===== src/rtl/enigma_pkg.sv =====
// Shared types and constants for the enigma rotor sequencing controller.
package enigma_pkg;

  localparam logic [7:0] CHAR_A   = 8'h41;
  localparam logic [7:0] CHAR_Z   = 8'h5A;
  localparam logic [7:0] ERR_CHAR = 8'h3F;
  localparam int         ALPHA    = 26;

  typedef enum logic [2:0] {
    S_IDLE,
    S_CFG,
    S_STEP,
    S_ISSUE,
    S_WAIT,
    S_BYPASS,
    S_OUT
  } state_t;

  function automatic logic is_letter(input logic [7:0] c);
    return (c >= CHAR_A) && (c <= CHAR_Z);
  endfunction

  function automatic logic [4:0] pos_inc(input logic [4:0] p);
    return (p == 5'(ALPHA - 1)) ? 5'd0 : p + 5'd1;
  endfunction

  function automatic logic [2:0] k_onehot(input logic [1:0] k);
    return 3'b001 << k;
  endfunction

endpackage


===== src/rtl/enigma_stepper.sv =====
// Odometer for the three rotor positions: step enables from the notch compare
// on the current positions, and the registered position update.
module enigma_stepper
  import enigma_pkg::*;
#(
  parameter int NOTCH0 = 16,
  parameter int NOTCH1 = 4
) (
  input  logic        clk,
  input  logic        rst_n,
  input  logic        i_clr,
  input  logic        i_step,
  output logic [2:0]  o_en,
  output logic [14:0] o_pos
);

  logic [4:0] r_pos0;
  logic [4:0] r_pos1;
  logic [4:0] r_pos2;

  // Carry is a pure notch compare; the 25 -> 0 wrap never carries by itself.
  always_comb begin
    o_en    = 3'b000;
    o_en[0] = 1'b1;
    o_en[1] = (r_pos0 == 5'(NOTCH0));
    o_en[2] = o_en[1] && (r_pos1 == 5'(NOTCH1));
  end

  always_ff @(posedge clk or negedge rst_n) begin
    if (!rst_n) begin
      r_pos0 <= 5'd0;
      r_pos1 <= 5'd0;
      r_pos2 <= 5'd0;
    end else if (i_clr) begin
      r_pos0 <= 5'd0;
      r_pos1 <= 5'd0;
      r_pos2 <= 5'd0;
    end else if (i_step) begin
      if (o_en[0]) r_pos0 <= pos_inc(r_pos0);
      if (o_en[1]) r_pos1 <= pos_inc(r_pos1);
      if (o_en[2]) r_pos2 <= pos_inc(r_pos2);
    end
  end

  assign o_pos = {r_pos2, r_pos1, r_pos0};

endmodule


===== src/rtl/enigma_ctrl.sv =====
// Sequencer for three rotors: steps them, routes one character through the
// chain (forward for encode, reverse for decode) and returns the result.
//   state  | meaning
//   IDLE   | ready for a character or a config load
//   CFG    | rot_set pulse, positions cleared
//   STEP   | rot_en pulse, positions advance
//   ISSUE  | rot_valid to rotor k
//   WAIT   | wait for rotor k done, bounded by TIMEOUT
//   BYPASS | non-letter passes through untouched
//   OUT    | result held until out_ready
module enigma_ctrl
  import enigma_pkg::*;
#(
  parameter int NROT    = 3,
  parameter int TIMEOUT = 64,
  parameter int NOTCH0  = 16,
  parameter int NOTCH1  = 4
) (
  input  logic        clk,
  input  logic        reset_n,
  input  logic        cfg_load,
  input  logic        in_valid,
  output logic        in_ready,
  input  logic [7:0]  in_char,
  input  logic        in_dec,
  output logic        out_valid,
  input  logic        out_ready,
  output logic [7:0]  out_char,
  output logic        err,
  output logic [14:0] pos,
  output logic [2:0]  rot_set,
  output logic [2:0]  rot_en,
  output logic [2:0]  rot_valid,
  output logic [7:0]  rot_din,
  output logic        rot_dec,
  input  logic [23:0] rot_dout,
  input  logic [2:0]  rot_done
);

  localparam int             CW      = $clog2(TIMEOUT + 1);
  localparam logic [1:0]     K_LAST  = 2'(NROT - 1);
  localparam logic [CW-1:0]  CNT_MAX = CW'(TIMEOUT - 1);

  state_t        r_state;
  logic [7:0]    r_char;
  logic          r_dec;
  logic [1:0]    r_k;
  logic [CW-1:0] r_cnt;

  logic [2:0]    w_en;
  logic          w_clr;
  logic          w_step;
  logic          w_done;
  logic [7:0]    w_dout;
  logic [1:0]    w_k_next;
  logic          w_last;

  assign w_clr  = (r_state == S_CFG);
  assign w_step = (r_state == S_STEP);

  enigma_stepper #(
    .NOTCH0 (NOTCH0),
    .NOTCH1 (NOTCH1)
  ) u_stepper (
    .clk    (clk),
    .rst_n  (reset_n),
    .i_clr  (w_clr),
    .i_step (w_step),
    .o_en   (w_en),
    .o_pos  (pos)
  );

  assign in_ready = (r_state == S_IDLE);

  // Only the selected rotor's done/dout are observed.
  always_comb begin
    w_done = rot_done[0];
    w_dout = rot_dout[7:0];
    case (r_k)
      2'd1: begin
        w_done = rot_done[1];
        w_dout = rot_dout[15:8];
      end
      2'd2: begin
        w_done = rot_done[2];
        w_dout = rot_dout[23:16];
      end
      default: ;
    endcase
  end

  assign w_k_next = r_dec ? (r_k - 2'd1) : (r_k + 2'd1);
  assign w_last   = r_dec ? (r_k == 2'd0) : (r_k == K_LAST);

  always_ff @(posedge clk or negedge reset_n) begin
    if (!reset_n) begin
      r_state   <= S_IDLE;
      r_char    <= 8'h00;
      r_dec     <= 1'b0;
      r_k       <= 2'd0;
      r_cnt     <= '0;
      out_valid <= 1'b0;
      out_char  <= 8'h00;
      err       <= 1'b0;
      rot_set   <= 3'b000;
      rot_en    <= 3'b000;
      rot_valid <= 3'b000;
      rot_din   <= 8'h00;
      rot_dec   <= 1'b0;
    end else begin
      rot_set   <= 3'b000;
      rot_en    <= 3'b000;
      rot_valid <= 3'b000;
      err       <= 1'b0;
      case (r_state)
        S_IDLE: begin
          if (cfg_load) begin
            rot_set <= 3'b111;
            r_state <= S_CFG;
          end else if (in_valid) begin
            r_char <= in_char;
            r_dec  <= in_dec;
            if (is_letter(in_char)) begin
              rot_en  <= w_en;
              r_k     <= in_dec ? K_LAST : 2'd0;
              r_state <= S_STEP;
            end else begin
              r_state <= S_BYPASS;
            end
          end
        end
        S_CFG: r_state <= S_IDLE;
        S_STEP: begin
          rot_valid <= k_onehot(r_k);
          rot_din   <= r_char;
          rot_dec   <= r_dec;
          r_state   <= S_ISSUE;
        end
        S_ISSUE: begin
          r_cnt   <= '0;
          r_state <= S_WAIT;
        end
        S_WAIT: begin
          if (w_done) begin
            r_char <= w_dout;
            if (w_last) begin
              out_char  <= w_dout;
              out_valid <= 1'b1;
              r_state   <= S_OUT;
            end else begin
              r_k       <= w_k_next;
              rot_valid <= k_onehot(w_k_next);
              rot_din   <= w_dout;
              rot_dec   <= r_dec;
              r_state   <= S_ISSUE;
            end
          end else if (r_cnt == CNT_MAX) begin
            err       <= 1'b1;
            r_char    <= ERR_CHAR;
            out_char  <= ERR_CHAR;
            out_valid <= 1'b1;
            r_state   <= S_OUT;
          end else begin
            r_cnt <= r_cnt + 1'b1;
          end
        end
        S_BYPASS: begin
          out_char  <= r_char;
          out_valid <= 1'b1;
          r_state   <= S_OUT;
        end
        S_OUT: begin
          if (out_ready) begin
            out_valid <= 1'b0;
            r_state   <= S_IDLE;
          end
        end
        default: r_state <= S_IDLE;
      endcase
    end
  end

endmodule


===== config.mk =====
export PLATFORM = sky130hd
export DESIGN_NAME = enigma_ctrl
export DESIGN_NICKNAME = d
export VERILOG_FILES = /design/src/rtl/enigma_pkg.sv /design/src/rtl/enigma_stepper.sv /design/src/rtl/enigma_ctrl.sv
export SDC_FILE = /design/constraint.sdc
export NUM_CORES = 1
export LEC_CHECK = 0
export BUFFER_PORTS_ARGS = -buffer_cell sky130_fd_sc_hd__buf_2
export CAP_MARGIN = 20
export CELL_PAD_IN_SITES_DETAIL_PLACEMENT = 0
export CELL_PAD_IN_SITES_GLOBAL_PLACEMENT = 2
export CORE_ASPECT_RATIO = 0.75
export CORE_MARGIN = 2
export CORE_UTILIZATION = 35
export DETAILED_ROUTE_END_ITERATION = 10
export PLACE_DENSITY_LB_ADDON = 0.1
export SLEW_MARGIN = 20
export SYNTH_ARGS = -nofsm -noshare
export SYNTH_HDL_FRONTEND = slang
export SYNTH_SLANG_ARGS = --single-unit

===== constraint.sdc =====
create_clock -name clk -period 5 [get_ports clk]
set_clock_uncertainty 0.05 [all_clocks]
set_input_delay 0.5 -clock clk [delete_from_list [all_inputs] [get_ports clk]]
set_output_delay 0.5 -clock clk [all_outputs]
set_load 0.05 [all_outputs]

== Word-level counts from Yosys, hierarchy flattened ==
Index checks and enable logic that the tools add are counted.
Storage, ports and cells
  register bits: 64
  bits of input ports: 41
  output and inout bits: 44
  logic and storage cells: 138
Cells by class
  $add $sub $neg: 6
  order comparisons: 2
  eq/ne operators: 25
  shift operators: 2
  muxes and demuxes: 64
  bitwise logic cells: 1
  reductions and logical operators: 22
Operators by type and width (number)
  $mux 8: 8
  $pmux 8 s2: 4
  $mux 5: 11
  $mux 3: 15
  $eq 5x5->1 const B: 4
  $pmux 3 s6: 1
  $add 5x1->5 const B: 3
  $reduce_and 3->1: 5
  $mux 2: 7
  $mux 7: 2
  $ne 2x2->1 const B: 7
  $pmux 7 s2: 1
  $reduce_bool 2->1: 7
  $mux 1: 10
  $eq 3x3->1 const B: 3
  $ne 3x3->1 const B: 3
  $ge 8x7->1 const B: 1
  $le 8x7->1 const B: 1
  $reduce_and 4->1: 2
  $add 7x1->7 const B: 1
  $eq 7x6->1 const B: 1
  $eq 3x2->1 const B: 2
  $pmux 3 s2: 1
  $reduce_and 6->1: 1
  17 further kinds: 21

== Depth between registers and ports, before layout ==
  depth in word-level cells: 6
  gate-level depth with buffers: 9
  depth with buffers taken out: 7

== Modules after synthesis ==
Synthesis repeated with hierarchy kept, for this count alone.
Second synthesis, totals
  cells, all modules: 376
  area total of the unflattened synthesis: 3634.7 µm²
Modules (own cells, without submodules)
  enigma_ctrl: times used 1, cells each 278, area an instance 2728.9 µm², seq. area each 1176.1 µm²
  enigma_stepper: times used 1, cells each 98, area an instance 905.9 µm², seq. area each 375.4 µm²

== Worst setup path after synthesis ==
No wires, ideal clock.
  path kind: reg-to-reg
  from: reg r_k[0]
  to: reg out_char[0]
  library setup time: 0.125 ns
  data arrival time: 2.146 ns
  required time: 4.825 ns
  slack: 2.679 ns
  stages on the path, launching flop included: 9
  path buffers: 1
  period minus slack after synthesis: 2.321 ns
  cells stage by stage: dfrtp_1 -> inv_1 -> ha_1 -> nor2_1 -> a21o_1 -> buf_6 -> mux2_4 -> o21ai_4 -> mux2_2
Between the ends
  word-level cells in the longest chain between the ends: 5
  elaborated cells between the ends (all ways): 12
  classes of those cells: eq/ne (4); mux (6); reduce/logical (2)
RTL lines
  start, declared: RTL line enigma_ctrl.sv:47  | logic [1:0] r_k;
  start signal, assigned: RTL line enigma_ctrl.sv:125  | r_k <= in_dec ? K_LAST : 2'd0;
  start signal, assigned: RTL line enigma_ctrl.sv:151  | r_k <= w_k_next;
  $eq 2x2->1 / $eq 2x1->1 (equally long branches): RTL line enigma_ctrl.sv:79, enigma_ctrl.sv:93
  $pmux 8 s2: RTL line enigma_ctrl.sv:79  | case (r_k)
  $mux 8: RTL line enigma_ctrl.sv:146  | if (w_last) begin
  $mux 8: RTL line enigma_ctrl.sv:144  | if (w_done) begin
  $pmux 8 s2: RTL line enigma_ctrl.sv:115  | case (r_state)
  end signal, assigned: RTL line enigma_ctrl.sv:147  | out_char <= w_dout;
  end signal, assigned: RTL line enigma_ctrl.sv:168  | out_char <= r_char;
  end, declared: RTL line enigma_ctrl.sv:28  | output logic [7:0] out_char,
Parallel ways exist; a longest one is shown, timed or not. The select of a mux whose other input is x is not followed.
A chain may end at the register's enable or synchronous reset.

== Worst setup path in the final report ==
  from: reg r_k[0]
  to: reg out_char[6]
The elaborated chain is that of the path after synthesis.

==> flow_metrics.py <==
metrics = {
    "synthesis": {
        "netlist_area_mm2": 0.00356,
        "yosysTopAreaCell": "dfrtp_1",
        "syn_inst": 367,
        "synth-seq-area-share_pct": 43.6,
        "ys.flop_type": "dfrtp_1",
        "ys_ff_latch": 62,
        "netlist.area_leader.share_pct": 43.6,
        "synth_edf_count": 0,
        "yosys-top-cells-area": "dfrtp_1, mux2_2, o21ai_0",
        "synthArstFlopShare_pct": 100,
        "yosys_warnings": 0,
        "synth_cell_types": 60,
        "synth_area_per_cell_um2": 9.69,
        "synth.net_count": 421,
    },
    "worst_setup_path": {
        "critPathKind": "reg2reg",
        "r2r_start": "r_k[0]",
        "r2r-end": "out_char[6]",
        "crit_cells": 7,
        "start_kind": "flop",
        "crit_path_end_kind": "flop",
        "required_ns": 5.16,
        "reg2reg_depth": 7,
        "startpoint": "r_k[0]",
        "crit_fanout": 23,
        "r2r_setup_slack_ns": 2.03,
        "path_buf_inv": 1,
        "cp_slowest_cell": "ha_1",
        "crit_arrival_ns": 3.12,
        "crit_family": "adder cells",
        "cp_slowest_stage_delay_ns": 0.74,
        "crit_chain": "inv_1, ha_1, nor2_1, a21o_1, mux2_4, o21ai_4, mux2_2",
    },
    "drt": {
        "vias_per_cell": 5.11,
        "via_count": 3001,
        "finalWirelength_um": 9420,
        "drc": 0,
        "wire_per_inst_um": 16.1,
        "ant_nets": 0,
        "first_pass_iters": 4,
        "drtIter0Drc": 219,
    },
    "clock_tree": {
        "clock_path_buffers": 2,
        "cts.hold.buffers_added": 0,
        "clkSinkCount": 62,
        "path_clk_slew_ns": 0.05,
        "post_cts_buffers": 0,
        "htreeDepth": 3,
        "root_buffer": "clkbuf_16",
        "cts_tree": "done",
        "clk_latency_ns": 0.32,
        "cts-resized-gates": 0,
        "numCtsBuffers": 9,
    },
    "cells_and_area": {
        "layout_common_cells": "buf_2, dfrtp_1, nor2_1, nand2_1, o21ai_0",
        "fillCellCount": 1000,
        "fin_nets": 504,
        "fin_cells": 587,
        "final_common_cell": "buf_2",
        "drive_gt1_share_pct": 29.9,
        "design_area_mm2": 0.00438,
        "n_antenna_cell": 0,
        "syn2layout_area_growth_pct": 23.3,
    },
    "timing": {
        "drv_slew": 0,
        "rsz0062_at_grt": "false",
        "layout_setup_ws_ns": 2.03,
        "maxSlewHeadroom_pct": 39.0,
        "min_period_over_period_pct": 59.3,
        "min_period_ns": 2.97,
        "setup_viol": 0,
        "fmax_mhz": 337,
        "hold_viol": 0,
        "tns_ns": 0,
        "tightest_slew_ns": 0.915,
        "whs_ns": 0.293,
    },
    "floorplan": {
        "fp.dieArea_mm2": 0.0110,
        "die_x_um": 120,
        "core_area_mm2": 0.00977,
        "dieHeight_um": 91.3,
        "initial_core_util_pct": 36.4,
        "io_pins": 85,
        "rows": 31,
    },
    "place": {
        "place.detailed.hpwl_um": 7060,
        "dp_slack_ns": 2.01,
        "io_buffers": 84,
        "place_area_mm2": 0.00406,
        "gp_congestion": 0.785,
        "dp.cells": 571,
    },
    "pwr": {
        "ir_drop_mv": 0.325,
        "p_leak_uw": 0.00205,
        "powerDensity_mw_per_mm2": 698,
    },
    "global_route": {
        "grt_max_degree": 63,
        "grt-ovfl-total": 0,
        "grt_pass1_wl_um": 15500,
        "track_usage_pct": 18.1,
        "met2_usage_pct": 25.9,
        "top_usage_layer": "met1",
        "first_global_vias": 2876,
        "antenna_found_initial": 0,
        "use_met1_pct": 26.8,
        "met3_usage_pct": 5.03,
    },
    "worst_hold_path": {
        "hold_path.class": "in2async",
    },
    "status": {
        "outcome": "completed",
    },
    "run": {
        "cap_violations": 0,
    },
}
registers in the layout (all words and copies together), names as in the netlist, 2 cells and up:
register / cells
out_char: 8
r_char: 8
rot_din: 8
r_cnt: 7
u_stepper.r_pos0: 5
u_stepper.r_pos1: 5
u_stepper.r_pos2: 5
r_state: 3
rot_en: 3
rot_valid: 3
r_k: 2
synthesized netlist by cell type (2+ instances only):
master,number
nor3b_2,2
nand4_1,2
mux2i_1,10
a21o_1,2
nor2_1,44
a21oi_1,27
mux2_2,19
nand3_1,13
dfrtp_1,62
clkbuf_1,3
ha_1,13
a32o_1,2
nor4_1,2
nor4bb_1,2
nand2_1,37
nor3_4,2
and2_1,3
and3_1,3
buf_2,4
o31a_1,2
o31ai_1,2
buf_6,4
o21ai_0,34
a31oi_1,3
buf_4,3
a211oi_1,2
o41ai_1,2
a22o_1,2
a22oi_1,9
nor3_1,7
xnor2_1,4
inv_1,13
report_power, final:
group | total (uW) | switching, uW | leakage [uW] | internal [uW]
combinational | 1570 | 1060 | 0.00109 | 515
sequential | 827 | 162 | 0.000796 | 665
clock | 661 | 221 | 0.000155 | 440
through the flow:
| stage | power (uW) | utilization [%] |
|---|---|---|
| CTS | 3100 | 44.8 |
| global placement | 2420 | 41.6 |
| floorplan | 2070 | - |
| global route | 3300 | 44.8 |
| detailed placement | 2420 | 41.6 |
| finish | 3060 | 44.8 |
worst max-delay path by stage:
| stage | end | slack (ns) |
|---|---|---|
| after detailed placement | out_char[6] | 2.01 |
| final | out_char[6] | 2.03 |
| after global routing | r_char[3] | 1.74 |
| after global placement | out_char[3] | 2.13 |
| after CTS | out_char[6] | 2.01 |
| after floorplan | out_char[0] | 2.68 |
metal layers:
metal	vias up	wire length, um
met5	-	0
met4	0	104
met3	10	517
met2	82	4010
met1	1413	4790
li1	1496	-
kinds of logic (layout without fill, tap and decap cells):
| family | after synthesis | after routing | share of synthesized area [%] |
|---|---|---|---|
| AOI/OAI and AO/OA | 100 | 100 | 18.3 |
| xor gates and xnor gates | 5 | 5 | 1.23 |
| adders and majority gates | 13 | 13 | 4.57 |
| buffers and inverters | 28 | 116 | 4.26 |
| DFF | 62 | 62 | 43.6 |
| muxes | 30 | 30 | 9.25 |
| and+or+nand+nor | 129 | 129 | 18.7 |
area by class of cell:
type	instances	area (um2)	share of cell area [%]
Clock inverter	2	37.5	0.856
Timing Repair Buffer	87	443	10.1
Clock buffer	14	284	6.48
Tap cell	132	165	3.77
Multi-Input combinational cell	277	1850	42.3
Sequential cell	62	1550	35.4
Inverter	13	48.8	1.11
Power figures use the tool's default switching activity.
